--- src/rtl/retrosoc_rst_ctrl.sv ---
// retrosoc_rst_ctrl: system reset controller between the pad reset and the
// retrosoc core. It synchronizes and stretches the pad reset and adds two soft
// reset sources: the housekeeping SPI reset bit and an optional trap auto-reset.
// It also records the cause of the last reset and a saturating soft-reset count.
module retrosoc_rst_ctrl #(
  parameter int unsigned HOLD_CYCLES = 16,    // 1..255
  parameter int unsigned TRAP_DLY    = 1024   // 1..65535
) (
  input  logic       clk_i,
  input  logic       rst_n_i,
  input  logic       hk_rst_i,
  input  logic       trap_i,
  input  logic       trap_rst_en_i,
  output logic       sys_rst_n_o,
  output logic [1:0] rst_cause_o,
  output logic [7:0] soft_rst_cnt_o,
  output logic       hold_o
);

  typedef enum logic [1:0] {
    ST_HOLD      = 2'b00,
    ST_RUN       = 2'b01,
    ST_TRAP_WAIT = 2'b10
  } state_e;

  typedef enum logic [1:0] {
    CAUSE_PAD  = 2'b00,
    CAUSE_HK   = 2'b01,
    CAUSE_TRAP = 2'b10
  } cause_e;

  localparam logic [7:0]  HOLD_LAST = 8'(HOLD_CYCLES - 1);
  localparam logic [15:0] TRAP_LAST = 16'(TRAP_DLY - 1);

  logic [1:0]  rst_sync_q;
  logic [1:0]  hk_sync_q;
  logic        rst_sync;
  logic        hk_sync;

  state_e      state_q;
  cause_e      cause_q;
  logic [7:0]  hold_cnt_q;
  logic [15:0] trap_cnt_q;
  logic [7:0]  soft_cnt_q;
  logic [7:0]  soft_cnt_d;
  logic        sys_rst_n_q;
  logic        hold_q;
  logic        trap_expire;

  // Pad reset synchronizer: asserts with rst_n_i, releases two edges later.
  // NOTE: sequential state uses non-blocking (<=) so every flop samples the
  // pre-edge value of its neighbours; blocking here would collapse the chain.
  always_ff @(posedge clk_i or negedge rst_n_i) begin
    if (!rst_n_i) rst_sync_q <= 2'b00;
    else          rst_sync_q <= {rst_sync_q[0], 1'b1};
  end

  // Two-flop synchronizer for the asynchronous housekeeping reset level.
  always_ff @(posedge clk_i or negedge rst_n_i) begin
    if (!rst_n_i) hk_sync_q <= 2'b00;
    else          hk_sync_q <= {hk_sync_q[0], hk_rst_i};
  end

  assign rst_sync = rst_sync_q[1];
  assign hk_sync  = hk_sync_q[1];

  // Saturating increment of the soft-reset counter.
  // NOTE: the default assignment first keeps this block free of latches.
  always_comb begin
    soft_cnt_d = soft_cnt_q;
    if (soft_cnt_q != 8'hFF) soft_cnt_d = soft_cnt_q + 8'd1;
  end

  // Trap has been held for the full delay while waiting.
  assign trap_expire = trap_i && (trap_cnt_q == TRAP_LAST);

  // Reset FSM with registered system reset, hold flag, cause and count.
  always_ff @(posedge clk_i or negedge rst_n_i) begin
    if (!rst_n_i) begin
      state_q     <= ST_HOLD;
      hold_cnt_q  <= '0;
      trap_cnt_q  <= '0;
      sys_rst_n_q <= 1'b0;
      hold_q      <= 1'b1;
      cause_q     <= CAUSE_PAD;
      soft_cnt_q  <= '0;
    end else begin
      case (state_q)
        ST_HOLD: begin
          // Stretch only counts once every source has released.
          if (!rst_sync || hk_sync) begin
            hold_cnt_q <= '0;
          end else if (hold_cnt_q == HOLD_LAST) begin
            state_q     <= ST_RUN;
            sys_rst_n_q <= 1'b1;
            hold_q      <= 1'b0;
          end else begin
            hold_cnt_q <= hold_cnt_q + 8'd1;
          end
        end
        ST_RUN: begin
          if (hk_sync) begin
            state_q     <= ST_HOLD;
            sys_rst_n_q <= 1'b0;
            hold_q      <= 1'b1;
            hold_cnt_q  <= '0;
            cause_q     <= CAUSE_HK;
            soft_cnt_q  <= soft_cnt_d;
          end else if (trap_i && trap_rst_en_i) begin
            state_q    <= ST_TRAP_WAIT;
            trap_cnt_q <= '0;
          end
        end
        ST_TRAP_WAIT: begin
          // Housekeeping wins over a simultaneous trap expiry.
          if (hk_sync || trap_expire) begin
            state_q     <= ST_HOLD;
            sys_rst_n_q <= 1'b0;
            hold_q      <= 1'b1;
            hold_cnt_q  <= '0;
            cause_q     <= hk_sync ? CAUSE_HK : CAUSE_TRAP;
            soft_cnt_q  <= soft_cnt_d;
          end else if (!trap_i) begin
            state_q <= ST_RUN;
          end else begin
            trap_cnt_q <= trap_cnt_q + 16'd1;
          end
        end
        default: begin
          state_q     <= ST_HOLD;
          sys_rst_n_q <= 1'b0;
          hold_q      <= 1'b1;
          hold_cnt_q  <= '0;
        end
      endcase
    end
  end

  assign sys_rst_n_o    = sys_rst_n_q;
  assign hold_o         = hold_q;
  assign rst_cause_o    = cause_q;
  assign soft_rst_cnt_o = soft_cnt_q;

endmodule

--- config.mk ---
export PLATFORM = sky130hd
export DESIGN_NAME = retrosoc_rst_ctrl
export DESIGN_NICKNAME = d
export VERILOG_FILES = /design/src/rtl/retrosoc_rst_ctrl.sv
export SDC_FILE = /design/constraint.sdc
export NUM_CORES = 1
export LEC_CHECK = 0
export ABC_CLOCK_PERIOD_IN_PS = 3700
export BUFFER_PORTS_ARGS = -buffer_cell sky130_fd_sc_hd__clkbuf_2
export CORE_ASPECT_RATIO = 2
export CORE_UTILIZATION = 57
export CTS_CLUSTER_DIAMETER = 100
export DETAILED_ROUTE_END_ITERATION = 10
export PLACE_DENSITY = 0.76
export SETUP_SLACK_MARGIN = 0.2
export SYNTH_ARGS = -nofsm -noshare
export SYNTH_HDL_FRONTEND = slang
export SYNTH_SLANG_ARGS = --single-unit
--- constraint.sdc ---
create_clock -name clk_i -period 3.7 [get_ports clk_i]
set_input_delay 0.37 -clock clk_i [delete_from_list [all_inputs] [get_ports clk_i]]
set_output_delay 0.37 -clock clk_i [all_outputs]
set_load 0.005 [all_outputs]
==> results of run 1 <==
==> where the power goes <==
part | internal (mW) | leakage (nW) | switching, mW | total [mW]
logic | 0.238 | 0.524 | 0.399 | 0.637
registers | 0.523 | 0.556 | 0.0661 | 0.589
clock network | 0.201 | 0.0504 | 0.160 | 0.361
total | 0.962 | 1.13 | 0.625 | 1.59
==> flip-flops by register name, indices dropped and copies added, names as in the netlist <==
name / flops
hold_cnt_q: 8
state_q: 2
soft_rst_cnt_o: 8
rst_sync_q: 2
trap_cnt_q: 16
hk_sync_q: 2
hold_o: 1
sys_rst_n_o: 1
rst_cause_o: 2
==> cell usage after synthesis, types with 3 or more instances <==
cell / count
o311ai_0: 3
inv_1: 10
ha_1: 7
nor4_1: 4
a211o_1: 3
o211ai_1: 4
nand3_1: 15
or4_1: 8
mux2_2: 3
mux2_1: 3
nor2_1: 16
o21ai_0: 12
nor3_1: 6
dfrtp_1: 41
o31ai_1: 6
a21oi_1: 13
o41ai_1: 3
nand2b_1: 6
nand2_1: 23
a31oi_1: 4
clkbuf_1: 5
and3_1: 3
nand4_1: 4
==> layer usage <==
metal  part of all wire, %  wire, µm  vias to the layer above  GRT usage [%]
li1                      -         -                      956              -
met1                    37      1890                      963           26.5
met2                    55      2810                       61           47.7
met3                   3.5       177                       25           4.33
met4                   4.8       244                        0           17.6
met5                     0         0                        -              0
==> final cells by class <==
cell class	instances	area (µm²)	area share (%)
Sequential cell	42	1050	40.7
Clock inverter	3	45.0	1.74
Multi-Input combinational cell	184	1200	46.5
Inverter	10	37.5	1.45
Tap cell	51	63.8	2.47
Timing Repair Buffer	21	118	4.55
Clock buffer	5	68.8	2.66
==> through the flow <==
step / hold slack (ps) / cells
after detailed placement: 336 / 308
after CTS: 166 / 316
after global placement: 333 / 308
after global routing: 160 / 316
after floorplan: 74.4 / 242
final: 170 / 316
==> logic make-up after synthesis <==
kind of cell / Yosys count / synth area share [%]
AND/OR/NAND/NOR: 102 / 23.8
AO/OA/AOI/OAI: 64 / 19.7
flip-flops: 42 / 45.4
buffers and inverters: 16 / 2.65
adder cells (fa/ha/maj): 7 / 3.78
multiplexers: 7 / 3.35
XOR/XNOR: 3 / 1.13
other: 1 / 0.162
==> worst max path at each step <==
stage                                from                             to  slack [ps]
2_1_floorplan  trap_cnt_q[13]$_DFFE_PN0P_  soft_rst_cnt_o[1]$_DFFE_PN0P_        1120
3_3_place_gp                       trap_i  soft_rst_cnt_o[1]$_DFFE_PN0P_         910
3_5_place_dp                       trap_i  soft_rst_cnt_o[1]$_DFFE_PN0P_         850
4_1_cts        trap_cnt_q[13]$_DFFE_PN0P_  soft_rst_cnt_o[1]$_DFFE_PN0P_         850
5_1_grt        trap_cnt_q[13]$_DFFE_PN0P_  soft_rst_cnt_o[1]$_DFFE_PN0P_         760
6_report       trap_cnt_q[13]$_DFFE_PN0P_  soft_rst_cnt_o[1]$_DFFE_PN0P_         850
==> worst reg2reg max path: cells and delay by family, from the launching register on <==
kind / cells / cell delay [ps]
flip-flops: 1 / 420
AND/OR/NAND/NOR: 2 / 1110
AO/OA/AOI/OAI: 2 / 870
multiplexers: 1 / 330
==> results by group, run 1 <==
Yosys
  • Yosys warnings: 0
  • Synth area leader: dfrtp_1
  • Fraction of registers with async set/reset: 100%
  • Syn Area/Cell: roughly 9.6 µm²
  • FF+latch count, synth: 42
  • Synth Flop Type: dfrtp_1
  • Syn Nets: 254
  • Top cells by area, synth: dfrtp_1 (44%), ha_1 (3.8%), nand2_1 (3.7%)
  • Post-Synthesis Cells: 242
  • Mapped Area: 2320 µm²
  • Post-synth top area share: about 44%
  • Sequential area share after synthesis: 45.4%
  • Post-synth EDFFs: 0
  • Synth cell types: 55

CTS
  • Clk sinks: 42
  • Cts bufs inserted: 5
  • CTS tree: done
  • Clock Pin Slew Worst Setup and Hold Paths: ~80 ps
  • Worst-skew pair later-pin latency: 300 ps
  • Cts repair resizes: 0
  • CTS max path bufs: 2
  • Post-CTS Hold Buffers: 0
  • CTS root buf: clkbuf_8
  • Post-CTS Setup Inserts: 0
  • CTS H-Tree Depth: 2

Detailed routing
  • Residual DRC: 0
  • DRT Pass-1 Iters: 4
  • Final antenna-violating net count: 0
  • Via density: between 6 and 7
  • Final wirelength: a little over 5000 µm
  • Initial detailed-routing violation count: 57
  • Avg WL per Cell: ~16 µm
  • Via count: 2005

Floorplanning
  • # rows: 32
  • Die area: about 4300 µm²
  • Die X: about 47 µm
  • Die height: ~92 µm
  • I/O pin total: 17
  • Starting Density: 59.6%
  • Core area: 3880 µm²

Timing
  • Fin crit share: 77.1%
  • Tightest Pin Transition: 1020 ps
  • Final setup TNS: 0 ps
  • Fin crit period: 2850 ps
  • Pins Over Slew Limit: 0
  • Final setup violation count: 0
  • Worst clock skew: between 6 and 7 ps
  • Max transition margin: 32.1%
  • Max Clk Rate: 351 MHz
  • Final setup margin: around 850 ps
  • RSZ-0062 raised after global routing: false
  • Final Hold Fails: 0

Worst setup path
  • FF-to-FF Start: trap_cnt_q[13]$_DFFE_PN0P_
  • Worst path depth: 5
  • Slowest stage cell, crit path: o41ai_4
  • Largest delay share family, worst path: simple AND/OR/NAND/NOR gates
  • Register-to-register setup slack: 850 ps
  • R2R cell count: 5
  • Slowest stage delay, CP: 570 ps
  • Worst Setup End Kind: flip-flop
  • Crit Path Max Fanout: 9
  • Critical Path AT: 3030 ps
  • CP Cell Sequence: or4b_1 > or4_1 > o41ai_4 > o31a_2 > mux2_1
  • WP buf/inv: 0
  • Reg-to-Reg End: soft_rst_cnt_o[1]$_DFFE_PN0P_
  • Critical Path RT: 3880 ps
  • Critical Path Start Type: flip-flop
  • CP Class: reg -> reg

Min path
  • Hold Path End: hk_sync_q[0]$_DFF_PN0_
  • HP Class: in -> reg
  • HP Start: hk_rst_i
  • Cell count of the worst hold path: 1

Pwr
  • Worst VDD drop: 0.373 mV
  • Tot Pwr: 1.59 mW
  • Leakage Power: 1.13 nW
  • Power per standard cell area: just over 600 nW/µm²

Place
  • Pre-CTS setup slack: about 850 ps
  • Port Buffer Count: 16
  • Dpl cell area: 2470 µm²
  • Dpl hpwl: 3790 µm
  • Gpl congestion: 0.915

Flow run
  • Max-cap violations: 0

GRT
  • Total gr overflow: 0
  • Pin count of the biggest net entering global routing: 43
  • First-pass GRT wire length: 8510 µm
  • Total global-route track usage: 27.1%
  • Antenna violations before repair: 0
  • Vias in the first global route: 2047

Final layout
  • Commonest non-fill, non-tap cells in the layout: dfrtp_1 (41), nand2_1 (23), nor2_1 (16), clkbuf_2 (16), nand3_1 (15)
  • Fin area: about 2600 µm²
  • Filler cells: between 300 and 400
  • Share of cells above drive strength 1: 14.3%
  • Final net count: roughly 280
  • P&R area growth vs syn: 11.7%
  • Final Util: 66.6%
  • Most common cell after layout, fill and taps aside: dfrtp_1
  • Diode count: 0

Status
  • Status: completed
Power figures use the tool's default switching activity.
==> run 2, diff against run 1 <==
ABC_CLOCK_PERIOD_IN_PS = 2400   (was 3700)
CORE_UTILIZATION = 54   (was 57)
clock period = 2.4 ns   (was 3.7 ns; I/O delays follow)
==> run 2 against run 1 <==
The run now ends with hold timing, setup timing left; via count rose by 6.3%; core utilization increased by 4.9 points; clock power grew 52%; global-route usage up 0.64 points; first-iteration DRC count increased by 44%.
==> results by group, run 2 (synthesis gave the netlist of run 1 again) <==
Floorplanning
  • I/O pin total: 17 (unchanged)
  • # rows: 33 (+3.1%)
  • Core area: 4090 µm² (+5.3%)
  • Die area: 4570 µm² (+5.4%)
  • Starting Density: 56.7% (-3.0 points)
  • Die height: 94.6 µm (+2.7%)
  • Die X: 48.3 µm (+2.6%)

Worst setup path
  • Slowest stage delay, CP: 530 ps (-40 ps)
  • Crit Path Max Fanout: 5 (-4)
  • Critical Path AT: 2630 ps (-400 ps)
  • Largest delay share family, worst path: simple AND/OR/NAND/NOR gates
  • Critical Path Start Type: flip-flop
  • Worst Setup End Kind: flip-flop
  • CP Class: reg -> reg
  • Slowest stage cell, crit path: or4b_4
  • Critical Path RT: 2580 ps (-1300 ps)
  • WP buf/inv: 0 (unchanged)
  • CP Cell Sequence: or4b_4 > or4_4 > o41ai_4 > nor3b_4 > mux2_4

Final layout
  • Most common cell after layout, fill and taps aside: dfrtp_1
  • P&R area growth vs syn: 26.3%
  • Filler cells: 306 (-5.3%)
  • Diode count: 0 (unchanged)
  • Layout Cells excl Fill: 343 (+8.5%)
  • Final net count: 302 (+9.4%)
  • Largest register FFs: 16 (unchanged)
  • Fin area: 2920 µm² (+13%)
  • Commonest non-fill, non-tap cells in the layout: dfrtp_1 (41), buf_4 (26), nand2_1 (21)
  • Largest register by flop count: trap_cnt_q
  • Share of cells above drive strength 1: 28.9% (+15 points)

Timing
  • Final setup TNS: -52.2 ps (-52.2 ps)
  • Final setup violation count: 1 (+1)
  • Final setup margin: -52.2 ps (-900 ps)
  • RSZ-0062 raised after global routing: true
  • Fin crit period: 2450 ps (-400 ps)
  • Hold_ws: -11.6 ps (-182 ps)
  • Max transition margin: 62.0% (+30 points)
  • Tightest Pin Transition: 564 ps (-455 ps)
  • Worst clock skew: 9.65 ps (+3.29 ps)
  • Final Hold Fails: 10 (+10)
  • Pins Over Slew Limit: 0 (unchanged)
  • Fin crit share: 102% (+25 points)
  • Max Clk Rate: 408 MHz (+16%)

Detailed routing
  • Final antenna-violating net count: 0 (unchanged)
  • Avg WL per Cell: 17.0 µm (+5.0%)
  • DRT Pass-1 Iters: 4 (unchanged)
  • Residual DRC: 0 (unchanged)
  • Via density: 6.22 (-2.0%)
  • Initial detailed-routing violation count: 82 (+44%)
  • Final wirelength: 5840 µm (+14%)
  • Via count: 2132 (+6.3%)

GRT
  • Total global-route track usage: 27.7% (+0.64 points)
  • Total gr overflow: 0 (unchanged)
  • Pin count of the biggest net entering global routing: 43 (unchanged)
  • Vias in the first global route: 2083 (+1.8%)
  • Antenna violations before repair: 0 (unchanged)
  • First-pass GRT wire length: 9700 µm (+14%)

Min path
  • HP Class: in -> async

Status
  • Failing checks: hold timing, setup timing
  • Status: finished, violations left

CTS
  • Clk sinks: 42 (unchanged)
  • CTS max path bufs: 2 (unchanged)
  • Worst-skew pair later-pin latency: 300 ps (about the same)
  • Post-CTS Hold Buffers: 0 (unchanged)
  • CTS H-Tree Depth: 2 (unchanged)
  • Clock Pin Slew Worst Setup and Hold Paths: 80 ps (about the same)
  • Cts bufs inserted: 5 (unchanged)
  • CTS tree: done
  • CTS root buf: clkbuf_8

Place
  • Dpl cell area: 2650 µm² (+7.0%)
  • Port Buffer Count: 16 (unchanged)
  • Gpl congestion: 0.836 (-8.7%)
  • Placed Instances: 332 (+7.8%)
  • Dpl hpwl: 4070 µm (+7.3%)

Flow run
  • Max-cap violations: 0 (unchanged)

Pwr
  • Leakage Power: 1.33 nW (+17%)
  • Power per standard cell area: 933 nW/µm² (+52%)
  • Worst VDD drop: 0.827 mV (+120%)
## run 2: changes by cell type in the layout (fill, tap and decap cells not counted), sizes merged
cell / before / now
clkinv: 0 / 2
buf: 5 / 31
clkinvlp: 2 / 0
## run 2: layout make-up
cell class	count	area [µm²]	share of cell area, %
clock inverters	3	40.0	1.37
well taps	52	65.1	2.23
clock buffers	5	68.8	2.35
repair buffers	47	332	11.3
multi-input cells	184	1330	45.4
flip-flops and latches	42	1050	36.0
inverters	10	37.5	1.28
## run 2: power breakdown
group          switching, mW  internal (mW)  leakage (nW)  total [mW]
clock                  0.243          0.306        0.0579       0.549
sequential             0.113          0.806         0.556       0.919
combinational          0.733          0.528         0.712        1.26
total                   1.09           1.64          1.33        2.73
## run 2: metrics by stage
stage	setup slack, ps	total power [mW]	utilization (%)
after global routing	-127	2.89	71.5
after detailed placement	-51.9	2.01	64.8
final	-52.2	2.73	71.5
after CTS	-6.92	2.68	70.6
after floorplan	-104	1.56	-
after global placement	45.0	1.98	64.8
## run 2: routing by layer
metal,wire length [µm],GRT usage [%],vias to the layer above
met4,191,14.2,0
met2,3260,53.6,49
li1,-,-,1010
met5,0,0,-
met1,2260,28.5,1058
met3,122,3.70,15
## run 2: path summary, 6_finish.rpt
check,from,end,slack [ps],cells past startpoint
worst max-delay path,trap_cnt_q[13]$_DFFE_PN0P_,soft_rst_cnt_o[6]$_DFFE_PN0P_,-50,5
worst min-delay path,rst_n_i,hold_cnt_q[7]$_DFFE_PN0P_,-10,2
worst max register to register,trap_cnt_q[13]$_DFFE_PN0P_,soft_rst_cnt_o[6]$_DFFE_PN0P_,-50,5
worst min register to register,rst_sync_q[0]$_DFF_PN0_,rst_sync_q[1]$_DFF_PN0_,370,0
max in group asynchronous,rst_n_i,hold_cnt_q[0]$_DFFE_PN0P_,2030,2
min in group clk_i,hk_rst_i,hk_sync_q[0]$_DFF_PN0_,40,1
## run 2: repair_timing
action	4_1_cts	5_1_grt
buffers inserted	1	1
pin swaps	6	7
endpoints found under the setup margin	24	31
resized for setup	27	9
gates cloned	1	0
## run 2: worst register-to-register path, delay by kind of cell (launching register included)
family           cells  cell delay [ps]
AND/OR/NAND/NOR      3             1270
flip-flops           1              380
AO/OA/AOI/OAI        1              360
multiplexers         1              320
==> run 3, diff against run 2 <==
GPL_TIMING_DRIVEN = 0   (was unset)
==> run 3 against run 2 <==
The flow finishes with violations (setup timing); wire length grew 1.8%; combinational power is essentially flat; fmax shrank 2.7%.
==> results by group, run 3 (synthesis gave the netlist of run 1 again) <==
Status
  • Status: finished, violations left
  • Failing checks: setup timing

Floorplanning
  • Die area: 4570 µm² (unchanged)
  • Starting Density: 56.7% (unchanged)
  • Core area: 4090 µm² (unchanged)
  • Die height: 94.6 µm (unchanged)
  • I/O pin total: 17 (unchanged)
  • # rows: 33 (unchanged)
  • Die X: 48.3 µm (unchanged)

Timing
  • RSZ-0062 raised after global routing: true
  • Worst clock skew: 6.96 ps (-2.69 ps)
  • Max transition margin: 32.5% (-30 points)
  • Final setup margin: -121 ps (-69.0 ps)
  • Hold_ws: 33.4 ps (+44.9 ps)
  • Tightest Pin Transition: 1010 ps (+449 ps)
  • Fin crit share: 105% (+2.9 points)
  • Final Hold Fails: 0 (-10)
  • Fin crit period: 2520 ps (+69.0 ps)
  • Final setup violation count: 9 (+8)
  • Pins Over Slew Limit: 0 (unchanged)
  • Max Clk Rate: 397 MHz (-2.7%)

Final layout
  • P&R area growth vs syn: 26.9%
  • Register area: 1050 µm² (unchanged)
  • Commonest non-fill, non-tap cells in the layout: dfrtp_1 (41), nand2_1 (21), clkbuf_2 (17)
  • Diode count: 0 (unchanged)
  • Largest register FFs: 16 (unchanged)
  • Share of cells above drive strength 1: 30.3% (+1.4 points)
  • Fin area: 2940 µm² (+0.51%)
  • Final net count: 295 (-2.3%)
  • Largest register by flop count: trap_cnt_q
  • Most common cell after layout, fill and taps aside: dfrtp_1
  • Filler cells: 294 (-3.9%)
  • Multi-input gate area: 1400 µm² (+5.2%)
  • Final Util: 71.9% (+0.37 points)

GRT
  • Total gr overflow: 0 (unchanged)
  • Total global-route track usage: 27.0% (-0.74 points)
  • Vias in the first global route: 2084 (+0.048%)
  • Antenna violations before repair: 0 (unchanged)
  • First-pass GRT wire length: 9420 µm (-2.9%)
  • Pin count of the biggest net entering global routing: 43 (unchanged)

Detailed routing
  • DRT Pass-1 Iters: 4 (unchanged)
  • Final wirelength: 5940 µm (+1.8%)
  • Initial detailed-routing violation count: 114 (+39%)
  • Final antenna-violating net count: 0 (unchanged)
  • Via density: 6.44 (+3.6%)
  • Via count: 2163 (+1.5%)
  • Avg WL per Cell: 17.7 µm (+3.9%)
  • Residual DRC: 0 (unchanged)

Pwr
  • Reg power frac: 34.2% (+0.5 points)
  • Tot Pwr: 2.66 mW (-2.5%)
  • Clock Power Share: 18.0% (-2.1 points)
  • Switching portion of total power: 43.2% (+3.3 points)
  • Power per standard cell area: 906 nW/µm² (-3.0%)
  • Combinational power share: 47.8% (+1.6 points)
  • Leakage Power: 1.27 nW (-4.0%)
  • Int Pwr: 1.51 mW (-7.9%)
  • Switching power of the nets: 1.15 mW (+5.7%)
  • Worst VDD drop: 0.743 mV (-10%)

CTS
  • Cts bufs inserted: 5 (unchanged)
  • CTS H-Tree Depth: 2 (unchanged)
  • CTS tree: done
  • Clk sinks: 42 (unchanged)
  • Clock Pin Slew Worst Setup and Hold Paths: 90 ps (about the same)
  • Post-CTS Hold Buffers: 0 (unchanged)
  • CTS root buf: clkbuf_8
  • Worst-skew pair later-pin latency: 310 ps (about the same)
  • CTS max path bufs: 2 (unchanged)

Place
  • Dpl hpwl: 3750 µm (-7.9%)
  • Dpl cell area: 2460 µm² (-7.0%)
  • Port Buffer Count: 16 (unchanged)
  • Gpl congestion: 0.845 (+1.1%)

Worst setup path
  • Crit Path Max Fanout: 4 (-1)
  • FF-to-FF Start: trap_cnt_q[14]$_DFFE_PN0P_
  • Critical Path RT: 2600 ps (+20 ps)
  • Slowest stage cell, crit path: or4b_4
  • Slowest stage delay, CP: 530 ps (about the same)
  • Critical Path AT: 2720 ps (+90 ps)
  • CP most frequent cell: buf_6
  • Worst Setup End Kind: flip-flop
  • CP Class: reg -> reg
  • Crit. Startpoint: trap_cnt_q[14]$_DFFE_PN0P_
  • Critical Path Start Type: flip-flop
  • CP Cell Sequence: or4b_4 > or4_4 > buf_6 > buf_4 > buf_6 > nor2_4 > o31a_1 > mux2_4

Min path
  • HP Start: hk_rst_i
  • HP Class: in -> reg

Flow run
  • Max-cap violations: 0 (unchanged)
run 3: worst paths after layout:
kind	end	slack, ps	depth (start not counted)
worst max-delay path	state_q[0]$_DFFE_PN0P_	-120	8
worst min-delay path	hk_sync_q[0]$_DFF_PN0_	30	1
worst max register to register	state_q[0]$_DFFE_PN0P_	-120	8
worst min register to register	hk_sync_q[1]$_DFF_PN0_	360	0
max in group asynchronous	trap_cnt_q[10]$_DFFE_PN0P_	1680	1
min in group asynchronous	hold_cnt_q[7]$_DFFE_PN0P_	80	1
run 3: stage by stage:
step                      worst slack (ps)  cells  TNS, ps
final                                 -121    336     -640
after global routing                  -189    336    -1640
after CTS                             -156    331     -540
after detailed placement              -459    310    -2930
after global placement                -446    310    -3150
after floorplan                       -104    242     -194
run 3: layout make-up:
class | instances | area share (%)
plain buffers | 6 | 1.79
flip-flops and latches | 42 | 35.8
clock inverters | 3 | 0.851
inverters | 10 | 1.28
clock buffers | 5 | 2.34
multi-input cells | 184 | 47.6
repair buffers | 34 | 8.17
well taps | 52 | 2.21
run 3: critical path: cells and delay by family, from the launching register on:
kind / cells / cell delay [ps]
flip-flops: 1 / 410
multiplexers: 1 / 320
AND/OR/NAND/NOR: 3 / 1050
AO/OA/AOI/OAI: 1 / 240
buffers and inverters: 3 / 390
run 3: power groups by stage:
stage | sequential (mW) | clock (mW) | combinational [mW]
2_1_floorplan | 0.908 | 0 | 0.649
3_3_place_gp | 0.916 | 0 | 0.934
3_5_place_dp | 0.920 | 0 | 0.937
4_1_cts | 0.903 | 0.488 | 1.16
5_1_grt | 0.926 | 0.509 | 1.36
6_report | 0.911 | 0.479 | 1.27
run 3: what timing repair did:
action                                 in CTS  in global routing
setup endpoints to repair                  35                 38
cloned                                      1                  0
pin swaps                                  18                 11
setup buffers                              12                  5
resized for setup                          38                 25
endpoints found under the hold margin       0                  0
run 3: metal layers:
| layer | GRT usage (%) | vias up | part of all wire (%) |
|---|---|---|---|
| met4 | 20.3 | 0 | 4.5 |
| li1 | - | 999 | - |
| met1 | 27.4 | 1055 | 36 |
| met5 | 0 | - | 0 |
| met2 | 48.6 | 85 | 55 |
| met3 | 4.83 | 24 | 4.7 |
